[src/rtl/simd_pkg.sv]
// simd_pkg: shared types, defaults and opcode screening for the SIMD lane packer.
package simd_pkg;
  localparam int NOP_OP_DEF = 0;
  localparam int NUM_VALID_OPS_DEF = 20;
  typedef enum logic {FILL, ISSUE} state_e;
  typedef struct packed {
    logic [31:0] a;
    logic [31:0] b;
    logic [4:0] op;
  } lane_req_t;
  function automatic logic is_legal_op(input logic [31:0] op, input int unsigned n);
    return op < n;
  endfunction
endpackage

[src/rtl/simd_lane_packer.sv]
// simd_lane_packer: packs scalar ALU requests into SIMD lanes and issues bundles.
// Optional idle-timeout auto-issue enabled by SIMD_PACK_TIMEOUT_EN.
module simd_lane_packer
  import simd_pkg::*;
#(
  parameter int DATA_WIDTH = 32,
  parameter int OP_WIDTH = 5,
  parameter int SIMD_WIDTH = 4,
  parameter int NUM_VALID_OPS = NUM_VALID_OPS_DEF,
  parameter int NOP_OP = NOP_OP_DEF,
  parameter int TIMEOUT_CYCLES = 16
) (
  input  logic clk,
  input  logic rst_n,
  input  logic in_valid,
  output logic in_ready,
  input  logic [DATA_WIDTH-1:0] in_a,
  input  logic [DATA_WIDTH-1:0] in_b,
  input  logic [OP_WIDTH-1:0] in_op,
  input  logic flush,
  output logic out_valid,
  input  logic out_ready,
  output logic [SIMD_WIDTH*DATA_WIDTH-1:0] operand_a,
  output logic [SIMD_WIDTH*DATA_WIDTH-1:0] operand_b,
  output logic [SIMD_WIDTH*OP_WIDTH-1:0] alu_op,
  output logic [SIMD_WIDTH-1:0] lane_mask,
  output logic [$clog2(SIMD_WIDTH+1)-1:0] lane_count,
  output logic illegal_op,
  output logic error_flag,
  input  logic error_clr
);
  localparam int CW = $clog2(SIMD_WIDTH+1);
  state_e r_state;
  logic [DATA_WIDTH-1:0] r_a [SIMD_WIDTH];
  logic [DATA_WIDTH-1:0] r_b [SIMD_WIDTH];
  logic [OP_WIDTH-1:0] r_op [SIMD_WIDTH];
  logic [SIMD_WIDTH-1:0] r_mask;
  logic [CW-1:0] r_cnt;
  logic r_illegal, r_err;
  logic w_fire, w_acc, w_rej, w_drain, w_issue, w_timeout;
  logic [CW-1:0] w_cnt_next;
  assign in_ready = r_state == FILL;
  assign out_valid = r_state == ISSUE;
  assign w_fire = in_valid & in_ready;
  assign w_acc = w_fire & is_legal_op(32'(in_op), NUM_VALID_OPS);
  assign w_rej = w_fire & ~is_legal_op(32'(in_op), NUM_VALID_OPS);
  assign w_drain = out_valid & out_ready;
  assign w_cnt_next = r_cnt + CW'(w_acc);
  assign w_issue = in_ready & ((w_acc & (w_cnt_next == CW'(SIMD_WIDTH))) | (flush & (w_cnt_next != '0)) | w_timeout);
`ifdef SIMD_PACK_TIMEOUT_EN
  localparam int TW = $clog2(TIMEOUT_CYCLES+1);
  logic [TW-1:0] r_idle;
  assign w_timeout = ~w_acc & (r_cnt != '0) & (r_idle == TW'(TIMEOUT_CYCLES-1));
  always_ff @(posedge clk)
    if (!rst_n || r_state != FILL || w_acc) r_idle <= '0;
    else if (r_cnt != '0) r_idle <= r_idle + 1'b1;
`else
  assign w_timeout = TIMEOUT_CYCLES < 0;
`endif
  always_ff @(posedge clk) begin
    if (!rst_n || w_drain) begin
      r_state <= FILL;
      r_cnt <= '0;
      r_mask <= '0;
      for (int k = 0; k < SIMD_WIDTH; k++) begin
        r_a[k] <= '0;
        r_b[k] <= '0;
        r_op[k] <= OP_WIDTH'(NOP_OP);
      end
    end else begin
      if (w_issue) r_state <= ISSUE;
      if (w_acc) r_cnt <= w_cnt_next;
      for (int k = 0; k < SIMD_WIDTH; k++)
        if (w_acc && r_cnt == CW'(k)) begin
          r_a[k] <= in_a;
          r_b[k] <= in_b;
          r_op[k] <= in_op;
          r_mask[k] <= 1'b1;
        end
    end
  end
  // a reject in the same cycle as error_clr keeps the flag set
  always_ff @(posedge clk)
    if (!rst_n) begin
      r_illegal <= 1'b0;
      r_err <= 1'b0;
    end else begin
      r_illegal <= w_rej;
      r_err <= w_rej | (r_err & ~error_clr);
    end
  for (genvar i = 0; i < SIMD_WIDTH; i++) begin : g_lane
    assign operand_a[i*DATA_WIDTH +: DATA_WIDTH] = r_a[i];
    assign operand_b[i*DATA_WIDTH +: DATA_WIDTH] = r_b[i];
    assign alu_op[i*OP_WIDTH +: OP_WIDTH] = r_op[i];
  end
  assign lane_mask = r_mask;
  assign lane_count = r_cnt;
  assign illegal_op = r_illegal;
  assign error_flag = r_err;
endmodule

[config.mk]
export PLATFORM = sky130hd
export DESIGN_NAME = simd_lane_packer
export DESIGN_NICKNAME = d
export VERILOG_FILES = /design/src/rtl/simd_pkg.sv /design/src/rtl/simd_lane_packer.sv
export SDC_FILE = /design/constraint.sdc
export NUM_CORES = 1
export LEC_CHECK = 0
export CORE_AREA = 2 2 188 153
export CTS_CLUSTER_SIZE = 24
export DETAILED_ROUTE_END_ITERATION = 10
export DIE_AREA = 0 0 190 155
export GPL_ROUTABILITY_DRIVEN = 0
export HOLD_SLACK_MARGIN = 0.02
export PLACE_DENSITY = 0.69
export SLEW_MARGIN = 15
export SYNTH_ARGS = -nofsm -noshare
export SYNTH_HDL_FRONTEND = slang
export SYNTH_SLANG_ARGS = --single-unit
[constraint.sdc]
create_clock -name clk -period 11.2 [get_ports clk]
set_input_delay 3.36 -clock clk [delete_from_list [all_inputs] [get_ports clk]]
set_output_delay 3.36 -clock clk [all_outputs]
set_load 0.1 [all_outputs]
# Word-level counts from Yosys, hierarchy flattened
# Memories as Yosys holds them, arrays and structs flattened.
# Index checks and enable logic that the tools add are counted.
dict set report op_classes {
  add_sub_neg 1
  multipliers 0
  div_mod_pow 0
  order_cmp 1
  n_eq_ne 4
  shifts 0
  muxes 26
  bitwise_logic 25
  reduce_logical 8
}
# cell count
set op_table {}
lappend op_table {{32-bit two-way mux} 8}
lappend op_table {{5-bit two-way mux} 4}
lappend op_table {{1-bit two-way mux} 14}
lappend op_table {{1-bit bitwise OR} 14}
lappend op_table {{1-bit AND} 8}
lappend op_table {{3-bit by 2-bit equality test with 1-bit output (second input constant)} 2}
lappend op_table {{5-bit less-than comparator (second input constant)} 1}
lappend op_table {{1-bit logical AND} 4}
lappend op_table {{3-bit by 1-bit adder with 3-bit output} 1}
lappend op_table {{3-bit by 1-bit equality test with 1-bit output (second input constant)} 1}
lappend op_table {{3-bit equality test (second input constant)} 1}
lappend op_table {{3-bit zero test} 1}
lappend op_table {{1-bit inverter} 3}
lappend op_table {{3-bit nonzero test} 1}
lappend op_table {{1-bit zero test} 1}
lappend op_table {{1-bit logical OR} 1}
dict set report word_totals {
  regBits 10
  latchBits 0
  mem_bits_rw 276
  mem_bits_ro 0
  input_bits 75
  output_inout_bits 287
  memories 3
}
# memory depth width rd rd_clocked_by_memory_dff write_ports line_no
set memory_table {}
lappend memory_table {r_a 4 32 4 0 4 simd_lane_packer.sv:34} ;# logic [DATA_WIDTH-1:0] r_a [SIMD_WIDTH];
lappend memory_table {r_b 4 32 4 0 4 simd_lane_packer.sv:35} ;# logic [DATA_WIDTH-1:0] r_b [SIMD_WIDTH];
lappend memory_table {r_op 4 5 4 0 4 simd_lane_packer.sv:36} ;# logic [OP_WIDTH-1:0] r_op [SIMD_WIDTH];

# Longest topological paths before layout
# Gate-level depths: netlist (run 1).
dict set report logic_depth {
  word_depth 8
  mapped_depth 8
  ltp_nobuf 7
}

# Worst setup path after synthesis (run 1)
# Ideal clock, no wire load.
dict set report synth_timing {
  path_type {input to register}
  from {input port in_op[2]}
  to {memory r_a[0][0] (enable)}
  setup_time_ns 0.591
  arrival_time_ns 8.693
  required_time_ns 10.609
  setup_slack_ns 1.916
  stages 3
  path_cell_list {o21ai_1 > nand2_1 > o21ai_0}
}
# element line_no
set synth_rtl {}
lappend synth_rtl {{start, declared} simd_lane_packer.sv:19} ;# input logic [OP_WIDTH-1:0] in_op,
lappend synth_rtl {{end, declared} simd_lane_packer.sv:34}

==> results.cfg, run 1 <==
[outcome]
outcome = finished clean

[sta]
post-route-period-util = 0.503
fin_skew_ps = 25.3
hold_viol = 0
max_freq_ghz = 0.177
fin_setup_tns_ps = 0
worst-slew-pin-transition_ps = 1090
relSlewSlack = 0.271
setup_violations = 0
period_needed_ps = 5640
setup_ws_ps = 5560
maxSlewViolCount = 0
rsz0062_at_grt = no

[cells_and_area]
syn2layout_area_growth_pct = 43.8
fin_util = 0.567
nets = 1091
drive_gt1_frac = 0.0589
fillers = 2180
stdcell_count = 1406

[power_and_ir_drop]
clockPowerShare = 0.324
p_leak_uw = 0.00643
p_int_uw = 2010
p_per_area_nw_per_um2 = 196
pwr-share-comb = 0.261
switchingPower_uw = 1080
vdd_drop_max_mv = 0.127
total_power_uw = 3080
swShare = 0.349
seqPwrFrac = 0.415

[clock_tree]
ctsResizeCount = 0
clkTransAtPathRegs_ps = 60
cts_max_level = 1
postCtsHoldBufs = 0
cts_sinks = 286
numCtsBuffers = 29
post-cts-setup-buffers = 0
max-clock-path-buffers = 3
insertion_delay_ps = 550
root_buffer = clkbuf_16
cts_tree = done

[place]
dp_hpwl_mm = 18.3
dp.cells = 1353
numPortBuffers = 361
dp_slack_ps = 4990

[floorplanning]
num_rows = 55
ioPinCount = 362
die_area_um2 = 29500
fp.dieH_um = 155
die_w_um = 190
core_area_um2 = 27700
start_util = 0.394

[yosys]
syn_inst = 667
synth_cell_type_count = 35
ys_seq_elements = 286
synth-main-ff-cell = edfxtp_1
synth.area.top_cells = edfxtp_1, and3_1, and2_1
synthesis.nets = 744
synth_warnings = 0
avgSynthCellArea_um2 = 16.4
async_flop_share = 0
synth_common_cells = edfxtp_1, and3_1, and2_1
synth-edff-count = 276
seq_area_frac_synth = 0.776
synth.largest_area_cell = edfxtp_1
syn-cell-area_um2 = 10900
yosys.area.top_type_share = 0.758
yosys.cell_count.top_type = edfxtp_1

[route]
ant_nets = 0
wire_per_inst_um = 21.2
drt_iter0_markers = 396
drt_pre_antenna_iters = 4
vias = 6958
drt_wl_total_mm = 29.8
route.detailed.drc = 0
viasPerCell = 4.95

[grt]
grt_pass1_vias = 6989
grtUsageTotal = 0.196
grt_overflow = 0
grt_max_degree = 111
antenna_found_initial = 1
grt_pass1_wl_mm = 43.9

[critical_path]
cpMaxStageDelayCell = a21boi_1
r2r_slack_ps = 8530
start_kind = primary input
worstSetupPathType = primary input to register
worstPathCellList = clkdlybuf4s50_1 > a21boi_1 > nand2_4
cp_num_buf_inv = 1
arrival_ps = 5650
critPathMaxFanout = 69
cp.required_ps = 11210
cp-end-kind = register
slowest_delay_ps = 860
crit_family = compound AO/OA/AOI/OAI gates

[min_path]
hp-class = register to register

[flow_run]
maxCapViolCount = 0
[sequential cells by signal, indices dropped and copies added, names as in the netlist]
name and flops:
error_flag 1, r_op 20, out_valid 1, lane_mask 4, r_a 128, illegal_op 1
lane_count 3, r_b 128
[tightest hold or removal path, stage by stage, from the launching register on]
cell,delay (ps)
dfxtp_1,320
inv_1,50
a21oi_1,50
[cell usage in the layout, fill, tap and decap left out, drive strengths merged, types with 2 or more instances in the layout]
cell type / netlist / final
nor2: 2 / 2
ha: 2 / 2
nand3: 6 / 6
o21ai: 4 / 4
nor2b: 2 / 2
bufinv: 0 / 5
o31ai: 2 / 2
dfxtp: 10 / 10
edfxtp: 276 / 276
nand2: 7 / 7
clkdlybuf4s50: 0 / 361
and2: 70 / 70
a21oi: 5 / 5
nand2b: 2 / 2
inv: 4 / 5
buf: 19 / 8
and3: 208 / 208
clkinv: 0 / 9
clkbuf: 34 / 37
[routing by layer]
layer,global-route usage,vias up,part of all wire
met5,0,-,0
met1,0.252,3393,0.41
met3,0.0623,58,0.093
met4,0.0657,0,0.034
met2,0.315,304,0.46
li1,-,3203,-
[final cells by class]
class | instances | area [um2] | share of cell area
Clock buffer | 37 | 776 | 0.0494
Sequential cell | 286 | 8490 | 0.540
Antenna cell | 1 | 2.50 | 0.000159
Tap cell | 370 | 463 | 0.0295
Multi-Input combinational cell | 324 | 2100 | 0.134
Inverter | 4 | 15.0 | 0.000955
Timing Repair Buffer | 369 | 3670 | 0.234
Clock inverter | 15 | 198 | 0.0126
[power groups by stage]
stage,Clock [uW],Combinational (uW),Sequential [uW]
final,997,805,1280
after CTS,1010,811,1280
after global placement,0,806,1300
after detailed placement,0,810,1300
after floorplan,0,70.7,1840
after global routing,1050,824,1290
[worst paths after layout]
kind / startpoint / to / cells after the start
hold / removal: lane_mask[3] / lane_mask[3] / 2
setup reg to reg: out_valid / r_op[3][3] / 2
setup / recovery: rst_n / r_op[3][3] / 3
hold reg to reg: lane_mask[3] / lane_mask[3] / 2
[stage by stage]
step | instance area, um2 | hold WS, ps
2_1_floorplan | 10900 | 878
3_3_place_gp | 14700 | 447
3_5_place_dp | 14700 | 440
4_1_cts | 15700 | 457
5_1_grt | 15700 | 486
6_report | 15700 | 460
[cell families after synthesis]
group                    after synthesis  share of synthesized area
flip-flops                           286                      0.776
XOR/XNOR                               1                   0.000801
adder cells (fa/ha/maj)                2                    0.00229
AO/OA/AOI/OAI                         17                    0.00996
buffers and inverters                 57                     0.0359
multiplexers                           1                   0.000916
AND/OR/NAND/NOR                      303                      0.174
(Power assumes the default switching activity.)
==> run 2: changes to the inputs <==
Settings changed: PLACE_DENSITY 0.69 to 0.72.
Clock period 11.2 ns to 4.7 ns, I/O delays scaled along.
==> run 2 against run 1 <==
Worst setup slack worse by 4500 ps. Via count up 1.2%. Global-route usage down 0.17 points. Utilization up 0.18 points. Highest routed layer unchanged.
==> results.cfg, run 2 (synthesis results as in run 1) <==
[clock_tree]
clkTransAtPathRegs_ps = 60
numCtsBuffers = 29
max-clock-path-buffers = 3
root_buffer = clkbuf_16
post-cts-setup-buffers = 0
cts_sinks = 286
ctsResizeCount = 0
insertion_delay_ps = 540
cts_tree = done
postCtsHoldBufs = 0
cts_max_level = 1

[floorplanning]
die_w_um = 190
ioPinCount = 362
die_area_um2 = 29500
start_util = 0.394
fp.dieH_um = 155
core_area_um2 = 27700
num_rows = 55

[place]
dp_slack_ps = 837
placed_area_um2 = 14900
dp_hpwl_mm = 18.8
numPortBuffers = 361

[sta]
setup_ws_ps = 1050
fin_setup_tns_ps = 0
holdWs_ps = 472
setup_violations = 0
worst-slew-pin-transition_ps = 1100
hold_viol = 0
rsz0062_at_grt = no
relSlewSlack = 0.263
post-route-period-util = 0.777
fin_skew_ps = 11.3
maxSlewViolCount = 0
max_freq_ghz = 0.274
period_needed_ps = 3650

[min_path]
hold_end = error_flag
hp-class = register to register
hp-start = error_flag
whs_path_depth = 2

[cells_and_area]
nets = 1098
diodes = 0
fillers = 2153
syn2layout_area_growth_pct = 44.2
fin_area_um2 = 15800
reg_top3 = r_a: 128 flops, r_b: 128 flops, r_op: 20 flops
final_cell_mix = clkdlybuf4s50_1, edfxtp_1, and3_1
drive_gt1_frac = 0.0642
final_common_cell = clkdlybuf4s50_1

[power_and_ir_drop]
p_per_area_nw_per_um2 = 458
p_leak_uw = 0.00645
vdd_drop_max_mv = 0.261
total_power_uw = 7210

[outcome]
outcome = finished clean

[critical_path]
critPathMaxFanout = 10
arrival_ps = 2240
reg2reg_depth = 4
worstSetupPathType = register to output port
slowest_delay_ps = 1200
worstPathCellList = clkdlybuf4s50_1
cp_num_buf_inv = 1
r2r_end = r_b[0][66]
cp-end-kind = output port
cp.required_ps = 3290
cpMaxStageDelayCell = clkdlybuf4s50_1
crit_family = buffers and inverters
start_kind = register
r2r-start = out_valid
r2r_slack_ps = 2460

[route]
drt_wl_total_mm = 29.4
drt_iter0_markers = 487
route.detailed.drc = 0
drt_pre_antenna_iters = 6
wire_per_inst_um = 20.8
vias = 7043
ant_nets = 0
viasPerCell = 4.98

[grt]
grt_pass1_wl_mm = 43.5
grt_overflow = 0
grtUsageTotal = 0.194
antenna_found_initial = 1
grt_max_degree = 117
grt_pass1_vias = 6903

[flow_run]
maxCapViolCount = 0
-- run 2: cell count changes in the layout (fill, tap and decap cells not counted), sizes merged --
| cell | change |
|---|---|
| clkinvlp | +1 |
| clkbuf | -4 |
| diode | -1 |
| clkinv | +6 |
| bufinv | -2 |
| buf | +7 |
-- run 2: cell type report --
| cell class | count | area, um2 | share of cell area |
|---|---|---|---|
| clock buffer | 33 | 741 | 0.0470 |
| clock inverter | 20 | 170 | 0.0108 |
| inverter | 4 | 15.0 | 0.000952 |
| multi-input combinational | 324 | 2100 | 0.133 |
| sequential | 286 | 8490 | 0.538 |
| tap | 370 | 463 | 0.0294 |
| timing repair buffer | 376 | 3790 | 0.240 |
-- run 2: worst max-delay path by stage --
stage              start    endpoint  slack, ps  depth (start not counted)
3_5_place_dp    in_op[2]  r_op[2][0]        840                          5
3_3_place_gp    in_op[2]  r_op[2][3]       1000                          5
5_1_grt        out_valid   out_valid        950                          1
4_1_cts        out_valid   out_valid       1030                          1
2_1_floorplan   in_op[2]   r_a[0][0]        520                          3
6_report       out_valid   out_valid       1050                          1
-- run 2: layer usage --
metal | up-vias | GRT usage | part of all wire
met1 | 3439 | 0.260 | 0.42
met2 | 338 | 0.313 | 0.46
met4 | 0 | 0.0594 | 0.033
met3 | 56 | 0.0487 | 0.085
met5 | - | 0 | 0
li1 | 3210 | - | -
-- run 2: power breakdown --
group / switching (uW) / internal, uW
Combinational: 1560 / 374
Clock: 945 / 1290
Sequential: 55.5 / 2990
Total: 2560 / 4650
-- run 2: stage by stage --
stage	std cells	util
after floorplan	667	-
after global placement	1360	0.536
after detailed placement	1360	0.536
after CTS	1413	0.569
after global routing	1413	0.569
final	1413	0.569
